==> config.mk <==
export PLATFORM = sky130hd
export DESIGN_NAME = disc_reader
export DESIGN_NICKNAME = d
export VERILOG_FILES = /design/src/rtl/disc_reader.sv
export SDC_FILE = /design/constraint.sdc
export NUM_CORES = 1
export LEC_CHECK = 0
export CAP_MARGIN = 20
export CELL_PAD_IN_SITES_DETAIL_PLACEMENT = 1
export CELL_PAD_IN_SITES_GLOBAL_PLACEMENT = 1
export CORE_MARGIN = 4
export CORE_UTILIZATION = 40
export DETAILED_ROUTE_END_ITERATION = 10
export MAX_ROUTING_LAYER = met4
export PLACE_DENSITY = 0.7
export SYNTH_ARGS = -nofsm -noshare
export SYNTH_HDL_FRONTEND = slang
export SYNTH_SLANG_ARGS = --single-unit
==> constraint.sdc <==
create_clock -name clock -period 3.3 [get_ports clock]
set_input_delay 0.495 -clock clock [delete_from_list [all_inputs] [get_ports clock]]
set_output_delay 0.495 -clock clock [all_outputs]
set_load 0.05 [all_outputs]
==> src/rtl/disc_reader.sv <==
// disc_reader: drive acquisition engine.
// Synchronises the drive's read-data, index and track-mark lines, timestamps
// their edges with a 7-bit interval counter, queues the resulting codes in a
// small event FIFO and drains that FIFO one byte per cycle into the shared
// acquisition memory through a write-strobe / address-increment port.
module disc_reader #(
  parameter int FIFO_DEPTH  = 4,
  parameter int SYNC_STAGES = 2
) (
  input  logic       clock,
  input  logic       reset,
  input  logic       rddata,
  input  logic       index,
  input  logic       trkmark,
  input  logic       start,
  input  logic       abort,
  input  logic       start_on_index,
  input  logic [5:0] idx_count,
  input  logic       mem_full,
  output logic [7:0] mdat_out,
  output logic       mwrite,
  output logic       maddr_inc,
  output logic       running,
  output logic       overrun,
  output logic       memfull_stop
);

  localparam int          AW      = $clog2(FIFO_DEPTH);
  localparam logic [AW:0] DEPTH_C = (AW+1)'(FIFO_DEPTH);
  localparam logic [AW:0] ONE_C   = (AW+1)'(1);
  localparam logic [AW-1:0] ONE_P = AW'(1);

  localparam logic [7:0] CODE_OVF = 8'h7F;
  localparam logic [7:0] CODE_IDX = 8'h40;
  localparam logic [7:0] CODE_TRK = 8'h03;

  typedef enum logic [1:0] {
    S_IDLE  = 2'd0,
    S_ARM   = 2'd1,
    S_ACQ   = 2'd2,
    S_DRAIN = 2'd3
  } state_t;

  // Synchronisers and edge-detect history
  logic [SYNC_STAGES-1:0] r_rd_sync;
  logic [SYNC_STAGES-1:0] r_ix_sync;
  logic [SYNC_STAGES-1:0] r_tm_sync;
  logic                   r_rd_prev;
  logic                   r_ix_prev;
  logic                   r_tm_prev;
  logic                   w_rd_evt;
  logic                   w_ix_evt;
  logic                   w_tm_evt;

  // Control state
  state_t     r_state;
  state_t     w_state_nx;
  logic [5:0] r_idx_rem;
  logic [6:0] r_cnt;
  logic       w_load_start;
  logic       w_enter_acq;
  logic       w_capture;
  logic       w_ix_dec;
  logic       w_set_mfs;
  logic       w_clear;
  logic       w_pop;

  // Event FIFO
  logic [7:0]    r_fifo [FIFO_DEPTH];
  logic [AW-1:0] r_wptr;
  logic [AW-1:0] r_rptr;
  logic [AW:0]   r_count;

  // Push arbitration (slot 0 = pulse/overflow, 1 = index, 2 = track mark)
  logic          w_cnt_wrap;
  logic [2:0]    w_pv;
  logic [7:0]    w_pd   [3];
  logic [2:0]    w_we;
  logic [AW-1:0] w_widx [3];
  logic [AW-1:0] w_off;
  logic [AW:0]   w_fill;
  logic          w_ovf;

  // Registered outputs
  logic [7:0] r_mdat;
  logic       r_mwrite;
  logic       r_running;
  logic       r_overrun;
  logic       r_memfull_stop;

  // Synchronise the drive inputs and keep one extra flop of history for edge detection
  always_ff @(posedge clock or posedge reset) begin
    if (reset) begin
      r_rd_sync <= '1;
      r_ix_sync <= '0;
      r_tm_sync <= '0;
      r_rd_prev <= 1'b1;
      r_ix_prev <= 1'b0;
      r_tm_prev <= 1'b0;
    end else begin
      r_rd_sync <= {r_rd_sync[SYNC_STAGES-2:0], rddata};
      r_ix_sync <= {r_ix_sync[SYNC_STAGES-2:0], index};
      r_tm_sync <= {r_tm_sync[SYNC_STAGES-2:0], trkmark};
      r_rd_prev <= r_rd_sync[SYNC_STAGES-1];
      r_ix_prev <= r_ix_sync[SYNC_STAGES-1];
      r_tm_prev <= r_tm_sync[SYNC_STAGES-1];
    end
  end

  // Read data pulses are active-low, index and track mark active-high
  assign w_rd_evt = r_rd_prev & ~r_rd_sync[SYNC_STAGES-1];
  assign w_ix_evt = ~r_ix_prev & r_ix_sync[SYNC_STAGES-1];
  assign w_tm_evt = ~r_tm_prev & r_tm_sync[SYNC_STAGES-1];

  // State register
  always_ff @(posedge clock or posedge reset) begin
    if (reset) begin
      r_state <= S_IDLE;
    end else begin
      r_state <= w_state_nx;
    end
  end

  // Next-state logic, capture enable and drain decision
  always_comb begin
    w_state_nx   = r_state;
    w_load_start = 1'b0;
    w_enter_acq  = 1'b0;
    w_capture    = 1'b0;
    w_ix_dec     = 1'b0;
    w_set_mfs    = 1'b0;
    w_clear      = 1'b0;
    case (r_state)
      S_IDLE: begin
        if (start) begin
          w_state_nx   = S_ARM;
          w_load_start = 1'b1;
        end else begin
          w_state_nx = S_IDLE;
        end
      end
      S_ARM: begin
        if (abort) begin
          w_state_nx = S_IDLE;
          w_clear    = 1'b1;
        end else if (!start_on_index || w_ix_evt) begin
          // The arming index edge itself is neither recorded nor counted
          w_state_nx  = S_ACQ;
          w_enter_acq = 1'b1;
        end else begin
          w_state_nx = S_ARM;
        end
      end
      S_ACQ: begin
        if (abort) begin
          w_state_nx = S_IDLE;
          w_clear    = 1'b1;
        end else if (mem_full) begin
          w_state_nx = S_IDLE;
          w_set_mfs  = 1'b1;
        end else begin
          w_capture = 1'b1;
          if (w_ix_evt && (r_idx_rem != 6'd0)) begin
            w_ix_dec = 1'b1;
            if (r_idx_rem == 6'd1) begin
              w_state_nx = S_DRAIN;
            end else begin
              w_state_nx = S_ACQ;
            end
          end else begin
            w_state_nx = S_ACQ;
          end
        end
      end
      S_DRAIN: begin
        if (abort) begin
          w_state_nx = S_IDLE;
          w_clear    = 1'b1;
        end else if (mem_full) begin
          w_state_nx = S_IDLE;
          w_set_mfs  = 1'b1;
        end else if (r_count == '0) begin
          w_state_nx = S_IDLE;
        end else begin
          w_state_nx = S_DRAIN;
        end
      end
      default: begin
        w_state_nx = S_IDLE;
      end
    endcase
    w_pop = ((r_state == S_ACQ) || (r_state == S_DRAIN)) && !abort && !mem_full
            && (r_count != '0);
  end

  // Build up to three codes per cycle and allocate FIFO slots in priority order
  always_comb begin
    w_cnt_wrap = (r_cnt == 7'd127);
    w_pv[0]    = w_capture & (w_rd_evt | w_cnt_wrap);
    w_pv[1]    = w_capture & w_ix_evt;
    w_pv[2]    = w_capture & w_tm_evt;
    w_pd[0]    = w_rd_evt ? {1'b1, r_cnt} : CODE_OVF;
    w_pd[1]    = CODE_IDX;
    w_pd[2]    = CODE_TRK;
    w_fill     = r_count;
    w_off      = '0;
    w_ovf      = 1'b0;
    for (int i = 0; i < 3; i++) begin
      w_we[i]   = 1'b0;
      w_widx[i] = r_wptr + w_off;
      if (w_pv[i]) begin
        // Occupancy seen by a push is the start-of-cycle count plus earlier pushes
        if (w_fill < DEPTH_C) begin
          w_we[i] = 1'b1;
          w_fill  = w_fill + ONE_C;
          w_off   = w_off + ONE_P;
        end else begin
          w_ovf = 1'b1;
        end
      end else begin
        w_ovf = w_ovf;
      end
    end
  end

  // Interval counter: clocks since the previous pulse or overflow code
  always_ff @(posedge clock or posedge reset) begin
    if (reset) begin
      r_cnt <= 7'd0;
    end else if (w_enter_acq) begin
      r_cnt <= 7'd1;
    end else if (w_capture) begin
      if (w_rd_evt || w_cnt_wrap) begin
        r_cnt <= 7'd1;
      end else begin
        r_cnt <= r_cnt + 7'd1;
      end
    end else begin
      r_cnt <= r_cnt;
    end
  end

  // Remaining index edges before acquisition ends (zero = unlimited)
  always_ff @(posedge clock or posedge reset) begin
    if (reset) begin
      r_idx_rem <= 6'd0;
    end else if (w_load_start) begin
      r_idx_rem <= idx_count;
    end else if (w_ix_dec) begin
      r_idx_rem <= r_idx_rem - 6'd1;
    end else begin
      r_idx_rem <= r_idx_rem;
    end
  end

  // FIFO pointers and occupancy; start and abort both discard the contents
  always_ff @(posedge clock or posedge reset) begin
    if (reset) begin
      r_wptr  <= '0;
      r_rptr  <= '0;
      r_count <= '0;
    end else if (w_load_start || w_clear) begin
      r_wptr  <= '0;
      r_rptr  <= '0;
      r_count <= '0;
    end else begin
      r_wptr  <= r_wptr + w_off;
      r_rptr  <= r_rptr + {{(AW-1){1'b0}}, w_pop};
      r_count <= r_count + {1'b0, w_off} - {{AW{1'b0}}, w_pop};
    end
  end

  // FIFO storage; data only, so no reset is needed
  always_ff @(posedge clock) begin
    for (int i = 0; i < 3; i++) begin
      if (w_we[i]) begin
        r_fifo[w_widx[i]] <= w_pd[i];
      end
    end
  end

  // Memory write port: one popped byte per strobe
  always_ff @(posedge clock or posedge reset) begin
    if (reset) begin
      r_mwrite <= 1'b0;
      r_mdat   <= 8'h00;
    end else begin
      r_mwrite <= w_pop;
      if (w_pop) begin
        r_mdat <= r_fifo[r_rptr];
      end else begin
        r_mdat <= r_mdat;
      end
    end
  end

  // Status: running mirrors the next state so it lines up with the state register
  always_ff @(posedge clock or posedge reset) begin
    if (reset) begin
      r_running      <= 1'b0;
      r_overrun      <= 1'b0;
      r_memfull_stop <= 1'b0;
    end else begin
      r_running <= (w_state_nx != S_IDLE);
      if (w_load_start) begin
        r_overrun      <= 1'b0;
        r_memfull_stop <= 1'b0;
      end else begin
        r_overrun      <= r_overrun | w_ovf;
        r_memfull_stop <= r_memfull_stop | w_set_mfs;
      end
    end
  end

  assign mdat_out     = r_mdat;
  assign mwrite       = r_mwrite;
  assign maddr_inc    = r_mwrite;
  assign running      = r_running;
  assign overrun      = r_overrun;
  assign memfull_stop = r_memfull_stop;

endmodule

==> qor.txt, run 1 <==
initial core utilization: 0.415
pre-CTS WS: -0.606 ns
clock slew at reported path FFs: 0.08 ns
Worst Path Buf+Inv: 3
Seq cells post-synth: 75
Fmax: 0.304 GHz
htree depth: 3
syn_area_per_cell: 11.2 µm²
HPWL Detailed: 7350 µm
highest fanout seen on the critical path: 4
standard-cell rows: 35
DRC errors left: 0
final setup violation count: 0
IO Pins: 28
adder-cell share of the synthesized area: 0.0502
most frequent cells in the layout: buf_4 (47), dfrtp_1 (40), mux2i_1 (32), dfxtp_1 (32), nor2_1 (29)
Post-synth EDFFs: 0
synthesized area: 3890 µm²
Setup TNS: 0 ns
GR Util All Layers: 0.192
Syn. warnings: 0
DR iter-0 viols: 58
Synthesized Nets: 378
Via density: 5.23
TritonCTS buffer count: 9
Pwr Total: 0.00217 W
crit-path leading delay family: adder cells
critical path capture point type: register
die area: 11400 µm²
DRT Pass-1 Iters: 4
post-route design area: 4850 µm²
initial antenna violation count: 0
HP Class: register to register
hold slack final: 0.357 ns
Pwr per Cell Area: 448 nW/µm²
port bufs: 27
Post-Synthesis Cells: 348
status: completed
dpl cell area: 4620 µm²
gpl congestion: 0.839
final net count: 450
Hold Vio Cnt, Final: 0
Routed Antenna Nets: 0
largest family of logic cells by synthesized area: simple AND/OR/NAND/NOR gates
core region area: 9370 µm²
Multi-input gate area: 2080 µm²
crit path cell chain: dlygate4sd2_1, or4b_4, nor3_4, ha_1, nor3b_2, a21oi_1, o211a_1, xor2_1, ha_1, inv_1, ha_1, inv_1, fa_2, xnor2_2, xnor2_1, nor2_1
CP peak stage delay: 0.56 ns
Synth Area in XOR/XNOR: 0.0556
RSZ-0062 raised after global routing: yes
post-synthesis simple-gate area fraction: 0.181
first-pass GRT wire length: 16500 µm
Fillers: 1042
via count: 2900
clk sinks: 75
Seq. cell area: 1720 µm²
period utilization: 0.997
Total Wirelength: 9900 µm
gr ovfl total: 0
Worst-Margin Slew: 0.935 ns
async set-reset flop share out of synthesis: 0.573
Unique masters post-synth: 61
sequential share of the synthesized area: 0.442
Final Worst Setup Slack: 0.0110 ns
startpoint types: input port
CTS tree: yes
post-route minimum period: 3.29 ns
fraction of synthesized area in multiplexers: 0.161
commonest non-fill, non-tap cell in the layout: buf_4
Worst-Skew Late Latency: 0.37 ns
maximum buffer depth of the clock tree: 2
Die W: 107 µm
worst endpoint data arrival time: 3.53 ns
vias in the first global route: 3232
max-cap check violation count: 0
normalized max-slew margin: 0.376
Area Overhead vs Synth: 24.6%
final setup skew: 0.0163 ns
Top FF cell, synth: dfrtp_1
n_diodes: 0
share of layout cells above drive strength 1: 0.259
CP required: 3.54 ns
Avg WL per Cell: 17.9 µm
crit path kind: input port to register
Die Y-Extent: 107 µm
Leakage Power: 2.27 nW
Crit-path slowest cell: or4b_4
largest net degree at the start of global routing: 44
Max VDD drop: 0.000189 V
Compound-Gate Fraction of Synth Area: 0.0782
Max Slew Vio Count: 0
most frequent CP cell: ha_1
Root Buffer: clkbuf_8
-- cell type report --
| type | count | area share |
|---|---|---|
| clock buffers | 9 | 0.0256 |
| clock inverters | 7 | 0.0158 |
| inverters | 16 | 0.0124 |
| multi-input cells | 244 | 0.430 |
| flip-flops and latches | 75 | 0.355 |
| well taps | 129 | 0.0333 |
| repair buffers | 74 | 0.128 |
-- synth_stat cells, types with 2 or more instances --
library cell	n	area share
a21boi_0	2	0.0039
a21oi_1	4	0.0051
a31oi_1	3	0.0048
and2_1	4	0.0064
buf_2	3	0.0039
clkbuf_1	8	0.0077
dfrtp_1	40	0.26
dfstp_2	3	0.020
dfxtp_1	32	0.16
ha_1	14	0.045
inv_1	16	0.015
mux2_2	9	0.026
mux2i_1	32	0.082
mux4_2	8	0.046
nand2_1	14	0.014
nand2b_1	13	0.021
nand3_1	6	0.0077
nand3b_1	2	0.0039
nand4_1	7	0.011
nand4b_1	3	0.0068
nor2_1	30	0.029
nor2b_1	2	0.0032
nor3_1	11	0.014
nor3_2	2	0.0051
nor3b_1	4	0.0077
nor4_1	2	0.0032
nor4_4	2	0.011
nor4b_1	2	0.0045
o2111ai_1	2	0.0045
o21ai_0	14	0.018
o21ai_1	3	0.0039
o21ba_2	2	0.0051
o21bai_1	4	0.0077
xnor2_1	9	0.020
xnor3_1	3	0.017
xor2_1	8	0.018
-- layer usage --
layer  GRT usage  share of wire  wire (µm)
met1       0.238           0.46       4550
met2       0.322           0.50       4910
met3      0.0403          0.031        306
met4      0.0521          0.013        133
met5           -              0          0
-- report_power, final --
part | switching [W] | internal [W] | total [W]
combinational | 0.000196 | 0.000184 | 0.000380
clock | 0.000380 | 0.000356 | 0.000736
sequential | 0.0000600 | 0.000996 | 0.00106
total | 0.000636 | 0.00154 | 0.00217
-- state kept, by name, summed over array words and instances, names as in the netlist, 2 cells and up --
| name | count |
|---|---|
| r_fifo | 32 |
| r_cnt | 7 |
| r_tm_sync | 2 |
| r_wptr | 2 |
| r_ix_sync | 2 |
| r_rd_sync | 2 |
| mdat_out | 8 |
| r_count | 3 |
| r_rptr | 2 |
| r_state | 2 |
| r_idx_rem | 6 |
-- what timing repair did --
action	4_1_cts	5_1_grt
setup endpoints to repair	34	28
buffers inserted	2	1
hold buffers	0	0
pin swaps	4	2
gates resized for setup	3	1
endpoints found under the hold margin	0	0
-- worst paths after layout --
path	startpoint	end	slack, ns	depth (start not counted)
max	mem_full	r_count[2]	0.01	16
min	r_ix_sync[0]	r_ix_sync[1]	0.36	0
max reg2reg	r_state[0]	r_count[2]	0.05	15
min reg2reg	r_ix_sync[0]	r_ix_sync[1]	0.36	0
max in group asynchronous	reset	r_cnt[4]	2.06	2
min in group asynchronous	reset	mdat_out[3]	0.64	2
-- logic make-up after synthesis --
family	count (synthesis)
XOR/XNOR	20
flip-flops	75
adder cells (fa/ha/maj)	15
AND/OR/NAND/NOR	115
AO/OA/AOI/OAI	44
multiplexers	50
buffers and inverters	29
-- metrics by stage --
| stage | utilization | instances |
|---|---|---|
| 6_report | 0.517 | 554 |
| 5_1_grt | 0.517 | 554 |
| 4_1_cts | 0.516 | 553 |
| 3_5_place_dp | 0.493 | 535 |
| 3_3_place_gp | 0.493 | 535 |
| 2_1_floorplan | - | 348 |
No activity file was read; power rests on OpenSTA's default activity.
==> inputs of run 2 (changes only) <==
- CTS_CLUSTER_SIZE: default -> 16
==> results of run 2 <==
Same layout as run 1: the final DEF is identical, and so are final timing and power.
